==> config.mk <==
export PLATFORM = sky130hd
export DESIGN_NAME = uart_rx
export DESIGN_NICKNAME = d
export VERILOG_FILES = /design/src/rtl/uart_pkg.sv /design/src/rtl/sync_2ff.sv /design/src/rtl/uart_rx.sv
export SDC_FILE = /design/constraint.sdc
export NUM_CORES = 1
export LEC_CHECK = 0
export BUFFER_PORTS_ARGS = -buffer_cell sky130_fd_sc_hd__buf_4
export CAP_MARGIN = 30
export CORE_AREA = 2 2 70 72
export DETAILED_ROUTE_END_ITERATION = 6
export DIE_AREA = 0 0 72 74
export SETUP_SLACK_MARGIN = 0.15
export SYNTH_ARGS = -nofsm -noshare
export SYNTH_HDL_FRONTEND = slang
export SYNTH_SLANG_ARGS = --single-unit
==> constraint.sdc <==
create_clock -name clk -period 2.5 [get_ports clk]
set_clock_uncertainty 0.1 [all_clocks]
set_input_delay 0.25 -clock clk [delete_from_list [all_inputs] [get_ports clk]]
set_output_delay 0.25 -clock clk [all_outputs]
set_load 0.03 [all_outputs]
==> src/rtl/uart_pkg.sv <==
// Shared UART types and defaults for uart_tx / uart_rx.
// Module parameters override the defaults; derived sizes come from the helper functions.
package uart_pkg;

  localparam int DFLT_CLOCKS_PER_PULSE = 4;
  localparam int DFLT_BITS_PER_WORD    = 8;
  localparam int DFLT_W_OUT            = 16;
  localparam int DFLT_NUM_END_BITS     = 4;

  localparam int NUM_WORDS   = DFLT_W_OUT / DFLT_BITS_PER_WORD;
  localparam int PACKET_SIZE = 1 + DFLT_BITS_PER_WORD + DFLT_NUM_END_BITS;

  typedef enum logic [1:0] {IDLE, START, DATA, END} uart_state_e;

  // Per-cycle datapath actions decoded from the receive FSM.
  typedef struct packed {
    logic cyc_clr;
    logic bit_clr;
    logic bit_inc;
    logic shift;
    logic end_bad;
    logic word_done;
  } rx_ctl_t;

  function automatic int num_words(input int w_out, input int bits_per_word);
    return w_out / bits_per_word;
  endfunction

  function automatic int packet_size(input int bits_per_word, input int num_end_bits);
    return 1 + bits_per_word + num_end_bits;
  endfunction

  // Width of a counter running 0..max-1, never narrower than one bit.
  function automatic int cnt_w(input int max);
    return (max > 1) ? $clog2(max) : 1;
  endfunction

endpackage

==> src/rtl/sync_2ff.sv <==
// Two-flop synchronizer for an idle-high asynchronous line; both flops reset to 1
// so a reset never looks like a falling edge downstream.
module sync_2ff (
  input  logic clk,
  input  logic rst,
  input  logic d,
  output logic q
);

  logic meta;

  always_ff @(posedge clk or posedge rst) begin
    if (rst) begin
      meta <= 1'b1;
      q    <= 1'b1;
    end else begin
      meta <= d;
      q    <= meta;
    end
  end

endmodule

==> src/rtl/uart_rx.sv <==
// Oversampling UART receiver: assembles NUM_WORDS serial words into one W_OUT-bit
// beat on a valid/ready stream, with one-cycle frame_err / overflow pulses.
module uart_rx
  import uart_pkg::*;
#(
  parameter int CLOCKS_PER_PULSE = DFLT_CLOCKS_PER_PULSE,
  parameter int BITS_PER_WORD    = DFLT_BITS_PER_WORD,
  parameter int W_OUT            = DFLT_W_OUT,
  parameter int NUM_END_BITS     = DFLT_NUM_END_BITS
) (
  input  logic             clk,
  input  logic             rst,
  input  logic             rx,
  output logic [W_OUT-1:0] m_data,
  output logic             m_valid,
  input  logic             m_ready,
  output logic             frame_err,
  output logic             overflow
);

  localparam int NWORDS = num_words(W_OUT, BITS_PER_WORD);
  localparam int CYC_W  = cnt_w(CLOCKS_PER_PULSE);
  localparam int BIT_W  = cnt_w((BITS_PER_WORD > NUM_END_BITS) ? BITS_PER_WORD : NUM_END_BITS);
  localparam int WRD_W  = cnt_w(NWORDS);

  localparam logic [CYC_W-1:0] CYC_LAST  = CYC_W'(CLOCKS_PER_PULSE - 1);
  localparam logic [CYC_W-1:0] CYC_HALF  = CYC_W'(CLOCKS_PER_PULSE / 2 - 1);
  localparam logic [BIT_W-1:0] DATA_LAST = BIT_W'(BITS_PER_WORD - 1);
  localparam logic [BIT_W-1:0] END_LAST  = BIT_W'(NUM_END_BITS - 1);
  localparam logic [WRD_W-1:0] WRD_LAST  = WRD_W'(NWORDS - 1);

  if (CLOCKS_PER_PULSE < 4 || (CLOCKS_PER_PULSE % 2) != 0) begin : g_bad_cpp
    $error("uart_rx: CLOCKS_PER_PULSE must be even and >= 4");
  end
  if (BITS_PER_WORD < 2 || (W_OUT % BITS_PER_WORD) != 0) begin : g_bad_w
    $error("uart_rx: W_OUT must be a multiple of BITS_PER_WORD (>= 2)");
  end
  if (NUM_END_BITS < 1) begin : g_bad_end
    $error("uart_rx: NUM_END_BITS must be >= 1");
  end

  logic                     rx_s, rx_s_d;
  uart_state_e              state, state_nxt;
  rx_ctl_t                  ctl;
  logic [CYC_W-1:0]         cyc_cnt;
  logic [BIT_W-1:0]         bit_cnt;
  logic [WRD_W-1:0]         wrd_cnt;
  logic [BITS_PER_WORD-1:0] shreg;
  logic [W_OUT-1:0]         asm_q, asm_nxt;
  logic                     fall, tick, half, beat_done;

  sync_2ff u_sync (
    .clk (clk),
    .rst (rst),
    .d   (rx),
    .q   (rx_s)
  );

  always_ff @(posedge clk or posedge rst) begin
    if (rst) rx_s_d <= 1'b1;
    else     rx_s_d <= rx_s;
  end

  assign fall = rx_s_d & ~rx_s;
  assign tick = (cyc_cnt == CYC_LAST);
  assign half = (cyc_cnt == CYC_HALF);

  always_ff @(posedge clk or posedge rst) begin
    if (rst) state <= IDLE;
    else     state <= state_nxt;
  end

  always_comb begin
    state_nxt = state;
    case (state)
      IDLE:    if (fall) state_nxt = START;
      // A start bit that is high again at mid-bit was a glitch.
      START:   if (half) state_nxt = rx_s ? IDLE : DATA;
      DATA:    if (tick && bit_cnt == DATA_LAST) state_nxt = END;
      END:     if (tick && (!rx_s || bit_cnt == END_LAST)) state_nxt = IDLE;
      default: state_nxt = IDLE;
    endcase
  end

  always_comb begin
    ctl = '0;
    case (state)
      IDLE: begin
        ctl.cyc_clr = 1'b1;
        ctl.bit_clr = 1'b1;
      end
      START: if (half) begin
        ctl.cyc_clr = 1'b1;
        ctl.bit_clr = 1'b1;
      end
      DATA: if (tick) begin
        ctl.cyc_clr = 1'b1;
        ctl.shift   = 1'b1;
        ctl.bit_clr = (bit_cnt == DATA_LAST);
        ctl.bit_inc = (bit_cnt != DATA_LAST);
      end
      END: if (tick) begin
        ctl.cyc_clr   = 1'b1;
        ctl.bit_inc   = 1'b1;
        ctl.end_bad   = ~rx_s;
        ctl.word_done = rx_s && (bit_cnt == END_LAST);
      end
      default: ctl = '0;
    endcase
  end

  always_ff @(posedge clk or posedge rst) begin
    if (rst) begin
      cyc_cnt <= '0;
      bit_cnt <= '0;
      shreg   <= '0;
    end else begin
      cyc_cnt <= ctl.cyc_clr ? '0 : cyc_cnt + 1'b1;
      if (ctl.bit_clr)      bit_cnt <= '0;
      else if (ctl.bit_inc) bit_cnt <= bit_cnt + 1'b1;
      if (ctl.shift) shreg <= {rx_s, shreg[BITS_PER_WORD-1:1]};
    end
  end

  // Assembly register with the current word dropped into its slot.
  always_comb begin
    asm_nxt = asm_q;
    for (int k = 0; k < NWORDS; k++) begin
      if (wrd_cnt == WRD_W'(k)) asm_nxt[k*BITS_PER_WORD +: BITS_PER_WORD] = shreg;
    end
  end

  assign beat_done = ctl.word_done && (wrd_cnt == WRD_LAST);

  always_ff @(posedge clk or posedge rst) begin
    if (rst) begin
      wrd_cnt <= '0;
      asm_q   <= '0;
    end else if (ctl.end_bad) begin
      wrd_cnt <= '0;
    end else if (ctl.word_done) begin
      asm_q   <= asm_nxt;
      wrd_cnt <= (wrd_cnt == WRD_LAST) ? '0 : wrd_cnt + 1'b1;
    end
  end

  always_ff @(posedge clk or posedge rst) begin
    if (rst) begin
      m_data    <= '0;
      m_valid   <= 1'b0;
      frame_err <= 1'b0;
      overflow  <= 1'b0;
    end else begin
      frame_err <= ctl.end_bad;
      overflow  <= beat_done && m_valid && !m_ready;
      if (beat_done && (!m_valid || m_ready)) begin
        m_data  <= asm_nxt;
        m_valid <= 1'b1;
      end else if (m_valid && m_ready) begin
        m_valid <= 1'b0;
      end
    end
  end

endmodule
# Word-level counts from Yosys, hierarchy flattened
# Index checks and enable logic that the tools add are counted.
word_totals:
  inputBits: 4
  ff_bits: 54
  out_inout_bits: 19
op_classes:
  n_mux: 25
  reduce_logical: 19
  eq_ne: 12
  n_bitwise: 3
  n_addsub: 3
op_table:
  columns: ["operator", "count"]
  rows:
  - ["2-to-1 mux 2 bit", 9]
  - ["2-to-1 mux 8 bit", 2]
  - ["logical AND 1 bit", 8]
  - ["inequality test 2 bit (second input constant)", 4]
  - ["case mux 2 bit (4 select lines)", 1]
  - ["2-to-1 mux 1 bit", 7]
  - ["== test 2 bit (second input constant)", 3]
  - ["2-to-1 mux 3 bit", 2]
  - ["nonzero test 2 bit", 3]
  - ["== test 2 x 1 -> 1 bit (second input constant)", 2]
  - ["2-to-1 mux 4 bit", 1]
  - ["case mux 1 bit (4 select lines)", 1]
  - ["AND reduction 4 bit", 1]
  - ["adder 3 x 1 -> 3 bit (second input constant)", 1]
  - ["== test 3 x 2 -> 1 bit (second input constant)", 1]
  - ["== test 3 bit (second input constant)", 1]
  - ["zero test 1 bit", 3]
  - ["inequality test 3 bit (second input constant)", 1]
  - ["case mux 1 bit (3 select lines)", 1]
  - ["adder 2 x 1 -> 2 bit (second input constant)", 1]
  - ["zero test 2 bit", 1]
  - ["logical OR 1 bit", 2]
  - ["NOT 1 bit", 2]
  - ["case mux 1 bit (2 select lines)", 1]
  - ["other kinds (3)", 3]

# Longest topological paths before layout
# Gate-level depths: netlist of the first run.
depth:
  ltp_word: 7
  ltp_mapped: 6
  mapped_depth_nobuf: 5

# By module
# Synthesis of the first run repeated with hierarchy kept, for this count alone.
hier_totals:
  hier_cells: 157
  area_unflattened_um2: 2318.5
modules_own_cells:
  columns: ["mod", "cells_each", "n_inst", "area_each_um2"]
  rows:
  - ["uart_rx", 154, 1, 2262.2]
  - ["sync_2ff", 3, 1, 56.3]

# Worst setup path before layout of the first run
# No wires, ideal clock.
synth_path:
  kind: "register to register"
  startpoint: "reg bit_cnt[0]"
  endpoint: "reg m_data[0]"
  path_buffers: 1
  stages_incl_launch_ff: 7
  required_ps: 2275
  setup_time_ps: 125
  slack_ps: 510
  t_arrival_ps: 1765
  cell_sequence: "dfrtp_1 > ha_1 > ha_1 > nand2_1 > nor4_4 > buf_6 > mux2_2"
synth_between:
  elab_chain_len: 6
synth_rtl:
  columns: ["item", "line_no", "source"]
  rows:
  - ["start, declared", "uart_rx.sv:46", "logic [BIT_W-1:0] bit_cnt;"]
  - ["start signal, assigned", "uart_rx.sv:120", "else if (ctl.bit_inc) bit_cnt <= bit_cnt + 1'b1;"]
  - ["== test 3 x 2 -> 1 bit", "uart_rx.sv:106", "ctl.word_done = rx_s && (bit_cnt == END_LAST);"]
  - ["logical AND 1 bit", "uart_rx.sv:106", null]
  - ["2-to-1 mux 2 bit", "uart_rx.sv:102", "END: if (tick) begin"]
  - ["2-to-1 mux 2 bit", "uart_rx.sv:87", "case (state)"]
  - ["logical AND 1 bit", "uart_rx.sv:133", "assign beat_done = ctl.word_done && (wrd_cnt == WRD_LAST);"]
  - ["logical AND 1 bit", "uart_rx.sv:156", "if (beat_done && (!m_valid || m_ready)) begin"]
  - ["end signal, assigned", "uart_rx.sv:157", "m_data <= asm_nxt;"]
  - ["end, declared", "uart_rx.sv:14", "output logic [W_OUT-1:0] m_data,"]
# No other way between the ends.
# A chain may end at the register's enable or synchronous reset.

# Worst setup path after layout of the first run
layout_path:
  startpoint: "reg bit_cnt[0]"
  endpoint: "reg m_data[13]"
# The elaborated chain is that of the path after synthesis.

==> results of run 1 <==
==> per-layer routing <==
layer	global-route usage, %	vias to the layer above
met4	6.92	0
li1	-	517
met3	4.61	4
met5	0	-
met1	16.7	558
met2	20.6	24
==> placed cells by master (no fill, tap or decap) <==
master,Yosys,layout
a21boi_0,1,1
a21oi_1,4,4
a32oi_1,1,1
and2_1,1,1
buf_4,0,25
clkbuf_8,0,5
clkinv_1,0,1
clkinv_2,0,1
clkinv_4,0,1
clkinvlp_4,0,1
dfrtp_1,43,43
dfstp_2,3,3
dlygate4sd3_1,0,1
ha_1,5,5
inv_1,4,3
mux2_2,32,32
nand2_1,3,3
nand2_4,1,1
nand2b_1,2,2
nand3_1,1,1
nor2_1,4,4
nor2b_1,3,3
nor3_2,2,2
nor3b_1,1,1
nor4_4,1,1
o211ai_1,1,1
o21ai_0,8,8
o31ai_1,1,1
or2_2,2,2
or3_2,2,2
or3b_2,1,1
==> how the worst min path moves through the flow <==
stage / to / slack, ns / depth (start not counted)
after floorplan: u_sync.meta / 0.15 / 0
after global placement: u_sync.q / 0.25 / 0
after detailed placement: u_sync.q / 0.25 / 0
after CTS: m_data[9] / 0.003 / 3
after global routing: m_data[13] / 0.02 / 3
final: m_data[5] / -0.02 / 3
==> stage by stage <==
| stage | power [uW] | std cells | hold WS (ns) |
|---|---|---|---|
| global placement | 1060 | 206 | 0.247 |
| detailed placement | 1080 | 206 | 0.247 |
| CTS | 1530 | 215 | 0.00275 |
| floorplan | 1040 | 131 | 0.154 |
| global route | 1610 | 215 | 0.0248 |
| finish | 1520 | 215 | -0.0235 |
==> worst min-delay path, stage by stage <==
cell and delay (ns):
buf_4 0.11, clkinv_1 0.03, buf_4 0.45
==> cell type report <==
type / count / area, um^2 / share of cell area, %
tap: 54 / 67.6 / 3.06
inverter: 4 / 15.0 / 0.681
timing repair buffer: 26 / 198 / 8.97
sequential: 46 / 1150 / 52.4
clock buffer: 5 / 68.8 / 3.12
multi-input combinational: 77 / 679 / 30.8
clock inverter: 3 / 21.3 / 0.965
==> state kept, by name, indices dropped and copies added (netlist names), named ones only <==
register,flops
shreg,8
wrd_cnt,1
u_sync.meta,1
state,1
frame_err,1
overflow,1
m_data,16
m_valid,1
asm_q,8
cyc_cnt,2
bit_cnt,3
u_sync.q,1
rx_s_d,1
==> power by group through the flow <==
stage                     combinational [uW]  sequential, uW  clock [uW]
after floorplan                          190             845           0
after global placement                   175             888           0
after detailed placement                 188             894           0
after CTS                                190             879         463
after global routing                     218             892         504
final                                    188             881         447
==> logic make-up after synthesis <==
group / synth area share [%]
AOI/OAI and AO/OA: 4.87
adders and majority gates: 3.34
buffers and inverters: 2.14
DFF: 61.6
muxes: 19.2
and+or+nand+nor: 8.81
==> flow_summary.ini, run 1 <==
[cts]
hold_buffers = 1
cts_tree = done
clockBufferDepth = 2
postCtsSetupRepairBufs = 0
clock_sinks = 46
root_buffer = clkbuf_8
numCtsBuffers = 5
clkTransAtPathRegs_ns = 0.08
cts.repair.resized = 0
htreeDepth = 2
clk_latency_ns = 0.30

[worst_setup_path]
crit_fanout = 16
cp-endpoint = m_data[13]
path_cells = ha_1, ha_1, nand2_1, nor4_4, buf_4, mux2_2
crit_arrival_ns = 2.09
crit_start = bit_cnt[0]
start_kind = register
rrSetupSlack_ns = 0.50
cp.required_ns = 2.58
worstSetupPathType = register to register
reg2reg_depth = 6
r2r-start = bit_cnt[0]
r2r_end = m_data[13]
crit_family = simple AND/OR/NAND/NOR gates
cp-end-kind = register
cp_slowest_cell = mux2_2
cpPeakStageDelay_ns = 0.37
crit_top_cell = ha_1
cp_num_buf_inv = 1
cp.depth = 6

[global_route]
antenna_found_initial = 0
grt_pass1_vias = 1148
gr-total-overflow = 0
grt_max_degree = 47
grtUsageTotal_pct = 13.3
grt_pass1_wl_mm = 5.24

[layout]
drive_gt1_share_pct = 47.8
layout.nets = 169
antenna_cells = 0
final_area_mm2 = 0.00220
fillCellCount = 412
final_util_pct = 47.9
area_growth_pct = 17.6

[synth]
synth_top_area_share_pct = 57.4
syn_avg_cell_area_um2 = 14.3
synth_area_mm2 = 0.00187
yosysSeqAreaShare_pct = 61.6
yosys.area.top_type = dfrtp_1
synthArstFlopShare_pct = 100
netlist_top_cells_count = dfrtp_1, mux2_2, o21ai_0
synth-edff-count = 0
synthCells = 131
synth.most_common_cell = dfrtp_1
syn_nets = 140
synth_area_leaders = dfrtp_1, mux2_2, dfstp_2
yosysUniqueCellTypes = 27
synthFlopType = dfrtp_1
yosys_warnings = 0
ys_seq_elements = 46

[routing]
firstDrtPassIters = 4
ant_nets = 0
wl_met2_mm = 1.45
met1Wirelength_mm = 1.35
drc = 0
routedWlPerCell_um = 14.0
initialDrtViolationCount = 69
dr_wl_met3_um = 155
routed_wl_mm = 3.01
viasPerCell = 5.13
top_layer = met4
vias = 1103

[timing]
fin_hold_ws_ns = -0.0235
setup_viol = 0
slew_headroom_pct = 62.4
fin_crit_ns = 2.00
final_hold_viol_count = 34
period_share_pct = 80.1
timing.final.ws_setup_ns = 0.498
slew_violations = 0
fmax_ghz = 0.499
worstMarginPinSlew_ns = 0.565
rsz0062_at_grt = no
setup_tns_ns = 0

[power]
netSwitchingPower_uw = 430
pwr_density_cell_mw_per_mm2 = 687
combPwrFrac_pct = 12.4
irDropWorstVdd_mv = 0.361
pwr-share-seq_pct = 58.1
p_sw_share_pct = 28.4
p_clk_share_pct = 29.5
p_leak_uw = 0.00109
intPower_uw = 1090

[floorplanning]
core_area_mm2 = 0.00460
die-area_mm2 = 0.00533
rows = 25
die_w_um = 72
die_h_um = 74
io_pins = 23
initial_core_util_pct = 40.8

[job]
drv_cap = 0

[placed_design]
post_dp_cell_area_mm2 = 0.00210
dp_slack_ns = 0.505
hpwl_mm = 2.08
portBuffers = 22
gp_congestion = 0.722

[run_status]
status = complete, but fails checks
violations = hold timing

[worst_hold_path]
hp-class = input pin to async pin
No activity file was read; power rests on OpenSTA's default activity.
==> run 2: changes to the inputs <==
Clock period 2.5 ns to 1.93 ns, I/O delays scaled along.
==> run 2 against run 1 <==
  * Total power rose by 41%
  * Flip-flop and latch count did not move
  * First-iteration DRC count fell by 54%
  * Via count rose by 3.8%
  * Fmax rose by 6.4%
  * Final cell count rose by 4.7%
  * Critical path depth rose by 1
  * Highest routed layer unchanged
  * The flow now finishes without violations
==> flow_summary.ini, run 2 (synthesis results as in run 1) <==
[worst_hold_path]
hp-class = input pin to register

[layout]
top_regs = m_data x16, asm_q x8, shreg x8
regMostFlops = m_data
final_area_mm2 = 0.00249
largest_reg_flops = 16
layout.nets = 179
antenna_cells = 0
final_common_cell = dfrtp_1
area_growth_pct = 32.8
mostFrequentLayoutCells = dfrtp_1, buf_4, mux2_4, o21ai_0, mux2_2
drive_gt1_share_pct = 53.8

[timing]
setup_viol = 0
fin_crit_ns = 1.88
period_share_pct = 97.5
worstMarginPinSlew_ns = 0.583
final_hold_viol_count = 0
rsz0062_at_grt = yes
fmax_ghz = 0.531
slew_violations = 0
slew_headroom_pct = 60.9

[routing]
ant_nets = 0
viasPerCell = 5.09
vias = 1145
routed_wl_mm = 3.53
firstDrtPassIters = 3
routedWlPerCell_um = 15.7
drc = 0
initialDrtViolationCount = 32

[cts]
root_buffer = clkbuf_8
htreeDepth = 2
clk_latency_ns = 0.29
clockBufferDepth = 2
clock_sinks = 46
clkTransAtPathRegs_ns = 0.08
cts_tree = done
numCtsBuffers = 5

[floorplanning]
die_h_um = 74
core_area_mm2 = 0.00460
io_pins = 23
die-area_mm2 = 0.00533
rows = 25
initial_core_util_pct = 40.8
die_w_um = 72

[power]
pwr_density_cell_mw_per_mm2 = 859
finalPower_uw = 2140
irDropWorstVdd_mv = 0.423
p_leak_uw = 0.00119

[worst_setup_path]
cpPeakStageDelay_ns = 0.41
cp-end-kind = register
crit_arrival_ns = 1.96
crit_fanout = 8
cp_slowest_cell = dfrtp_1
cp.required_ns = 2.01
path_cells = ha_4, ha_4, nand2_4, nor4_4, buf_4, clkbuf_16, mux2_4
crit_top_cell = ha_4
worstSetupPathType = register to register
start_kind = register

[placed_design]
post_dp_cell_area_mm2 = 0.00217
hpwl_mm = 2.18
gp_congestion = 0.735
portBuffers = 22

[global_route]
antenna_found_initial = 0
gr-total-overflow = 0
grt_pass1_wl_mm = 5.33
grt_max_degree = 33
grtUsageTotal_pct = 13.4
grt_pass1_vias = 1111

[run_status]
status = finished clean

[job]
drv_cap = 0
run 2: changes by cell type in the layout (fill, tap and decap cells not counted), sizes merged:
cell | before | now
buf | 25 | 33
clkbuf | 5 | 7
clkinv | 3 | 1
bufinv | 0 | 1
dlygate4sd3 | 1 | 2
run 2: through the flow:
step                setup WS [ns]  hold slack (ns)  TNS (ns)  utilization (%)  cells
CTS                        0.0404            0.107         0             50.2    219
finish                     0.0476            0.113         0             54.1    225
detailed placement         0.0468            0.118         0             47.3    209
global route             -0.00806            0.118   -0.0360             54.1    225
floorplan                -0.00344           0.0975   -0.0344                -    131
global placement            0.103            0.114         0             47.3    209
run 2: timing repair:
action,4_1_cts,5_1_grt
gates resized for setup,1,30
setup buffers,0,5
endpoints found under the hold margin,12,0
pin swaps,0,4
hold buffers,2,0
gates cloned,0,1
setup endpoints to repair,17,27
run 2: per-layer routing:
metal | wire [um] | global-route usage, % | part of all wire [%] | vias to the layer above
li1 | - | - | - | 532
met1 | 1560 | 17.0 | 44 | 587
met2 | 1770 | 21.3 | 50 | 19
met3 | 139 | 4.61 | 3.9 | 7
met4 | 59 | 5.66 | 1.7 | 0
met5 | 0 | 0 | 0 | -
run 2: path summary, 6_finish.rpt:
kind	start	endpoint	slack, ns	depth (start not counted)
worst min-delay path	m_ready	overflow	0.11	3
worst max-delay path	bit_cnt[0]	m_data[13]	0.05	7
min in group asynchronous	rst	state[0]	0.34	3
worst max register to register	bit_cnt[0]	m_data[13]	0.05	7
max in group asynchronous	rst	m_data[13]	0.90	4
worst min register to register	u_sync.meta	u_sync.q	0.26	0
run 2: critical path: cells and delay by family, from the launching register on:
family | cells | cell delay (ns)
adder cells (fa/ha/maj) | 2 | 0.31
AND/OR/NAND/NOR | 2 | 0.30
flip-flops | 1 | 0.41
multiplexers | 1 | 0.30
buffers and inverters | 2 | 0.35
run 2: area by class of cell:
cell class | instances | area, um^2
fillers | 378 | 2110
flip-flops and latches | 46 | 1150
multi-input cells | 77 | 821
repair buffers | 36 | 322
clock buffers | 6 | 72.6
well taps | 54 | 67.6
clock inverters | 2 | 37.5
inverters | 4 | 15.0
run 2: report_power, final:
part	internal (uW)	switching (uW)	total, uW	leakage, uW
Clock	386	309	695	0.0000514
Combinational	142	150	292	0.000511
Sequential	1040	109	1150	0.000624
Total	1570	569	2140	0.00119
==> run 3: changes to the inputs <==
Clock period 1.93 ns to 1.7 ns, I/O delays scaled along.
==> run 3 against run 2 <==
  * The run now ends with setup timing left
  * Die area is the same
  * Non-clock buffer count is 5 higher
  * Final area is 1.7% higher
  * Critical path depth decreased by 1
  * Total power grew 20%
  * Largest cell class unchanged
==> flow_summary.ini, run 3 (synthesis results as in run 1) <==
[run_status]
status = complete, but fails checks
violations = setup timing

[worst_setup_path]
cpPeakStageDelay_ns = 0.39
cp_slowest_cell = dfrtp_1
crit_fanout = 16
worstSetupPathType = register to register
crit_top_cell = ha_4
crit_arrival_ns = 1.90
cp.required_ns = 1.78
cp-end-kind = register
start_kind = register
path_cells = ha_4, ha_4, nand2_4, nor4_4, buf_12, mux2_2

[cts]
root_buffer = clkbuf_8
htreeDepth = 2
numCtsBuffers = 5
cts_tree = done
clk_latency_ns = 0.29
clkTransAtPathRegs_ns = 0.08
clock_sinks = 46
clockBufferDepth = 2

[placed_design]
portBuffers = 22
gp_congestion = 0.723
dp_slack_ns = -0.152
post_dp_cell_area_mm2 = 0.00223
dpl.cell_count = 215
hpwl_mm = 2.22

[routing]
initialDrtViolationCount = 41
routed_wl_mm = 3.42
viasPerCell = 5.02
drc = 0
firstDrtPassIters = 4
ant_nets = 0
vias = 1154
routedWlPerCell_um = 14.9

[floorplanning]
rows = 25
initial_core_util_pct = 40.8
die-area_mm2 = 0.00533
core_area_mm2 = 0.00460
die_w_um = 72
die_h_um = 74
io_pins = 23

[timing]
fmax_ghz = 0.549
worstMarginPinSlew_ns = 0.617
final_hold_viol_count = 0
rsz0062_at_grt = yes
slew_violations = 0
setup_viol = 24
timing.final.ws_setup_ns = -0.121
period_share_pct = 107
fin_crit_ns = 1.82
slew_headroom_pct = 58.6

[layout]
layout.nets = 184
regMostFlops = m_data
layoutNonFillerInstCount = 230
fillCellCount = 388
largest_reg_flops = 16
drive_gt1_share_pct = 56.8
final_common_cell = dfrtp_1
top_regs = m_data x16, asm_q x8, shreg x8
final_area_mm2 = 0.00253
mostFrequentLayoutCells = dfrtp_1, buf_4, mux2_4, mux2_2, o21ai_0
antenna_cells = 0
area_growth_pct = 35.1

[job]
drv_cap = 0

[global_route]
antenna_found_initial = 0
grt_max_degree = 32
grtUsageTotal_pct = 14.7
gr-total-overflow = 0
grt_pass1_vias = 1225
grt_pass1_wl_mm = 5.89

[power]
p_leak_uw = 0.00123
irDropWorstVdd_mv = 0.419
pwr_density_cell_mw_per_mm2 = 1010
finalPower_uw = 2560

[worst_hold_path]
hp-class = input pin to register
[run 3: cell types whose count changed in the layout (fill, tap and decap cells not counted), sizes merged]
cell / previous run / this run
buf: 33 / 39
clkbuf: 7 / 6
[run 3: critical path: cells and delay by family (launching register included)]
family	cells	cell delay, ns
adders and majority gates	2	0.31
buffers and inverters	1	0.20
and+or+nand+nor	2	0.37
DFF	1	0.39
muxes	1	0.35
[run 3: power breakdown]
group | internal [uW] | switching, uW
clock network | 438 | 351
logic | 250 | 245
registers | 1180 | 92.4
[run 3: metal layers]
metal	share of wire [%]	global-route usage (%)
met1	44	19.0
met2	51	24.3
met3	3.6	4.20
met4	1.1	5.03
met5	0	0
[run 3: path summary, 6_finish.rpt]
kind	startpoint	depth (start not counted)	slack, ns	end
worst max-delay path	bit_cnt[1]	6	-0.12	m_data[2]
worst min-delay path	m_ready	3	0.10	overflow
worst max register to register	bit_cnt[1]	6	-0.12	m_data[2]
worst min register to register	u_sync.meta	0	0.27	u_sync.q
max in group asynchronous	rst	4	0.67	shreg[2]
min in group asynchronous	rst	3	0.33	asm_q[5]
[run 3: layout make-up]
type,instances,area [um^2],area share (%)
clock buffer,6,72.6,2.87
clock inverter,2,37.5,1.48
multi-input combinational,77,842,33.3
tap,54,67.6,2.67
timing repair buffer,41,343,13.5
sequential,46,1150,45.6
inverter,4,15.0,0.593
[run 3: timing repair]
item | CTS | global route
hold buffers | 2 | 0
pin swaps | 7 | 4
endpoints found under the setup margin | 35 | 36
resized for setup | 32 | 2
cloned | 1 | 0
buffers inserted | 2 | 2
endpoints found under the hold margin | 13 | 0
[run 3: per-stage QoR]
stage                     hold WS [ns]  setup TNS [ns]  util (%)
after floorplan                 0.0745           -3.24         -
after global placement          0.0997           -2.48      48.6
after detailed placement         0.110           -3.32      48.6
after CTS                       0.0937           -2.78      54.7
after global routing             0.103           -3.91      55.1
final                            0.104           -1.98      55.1
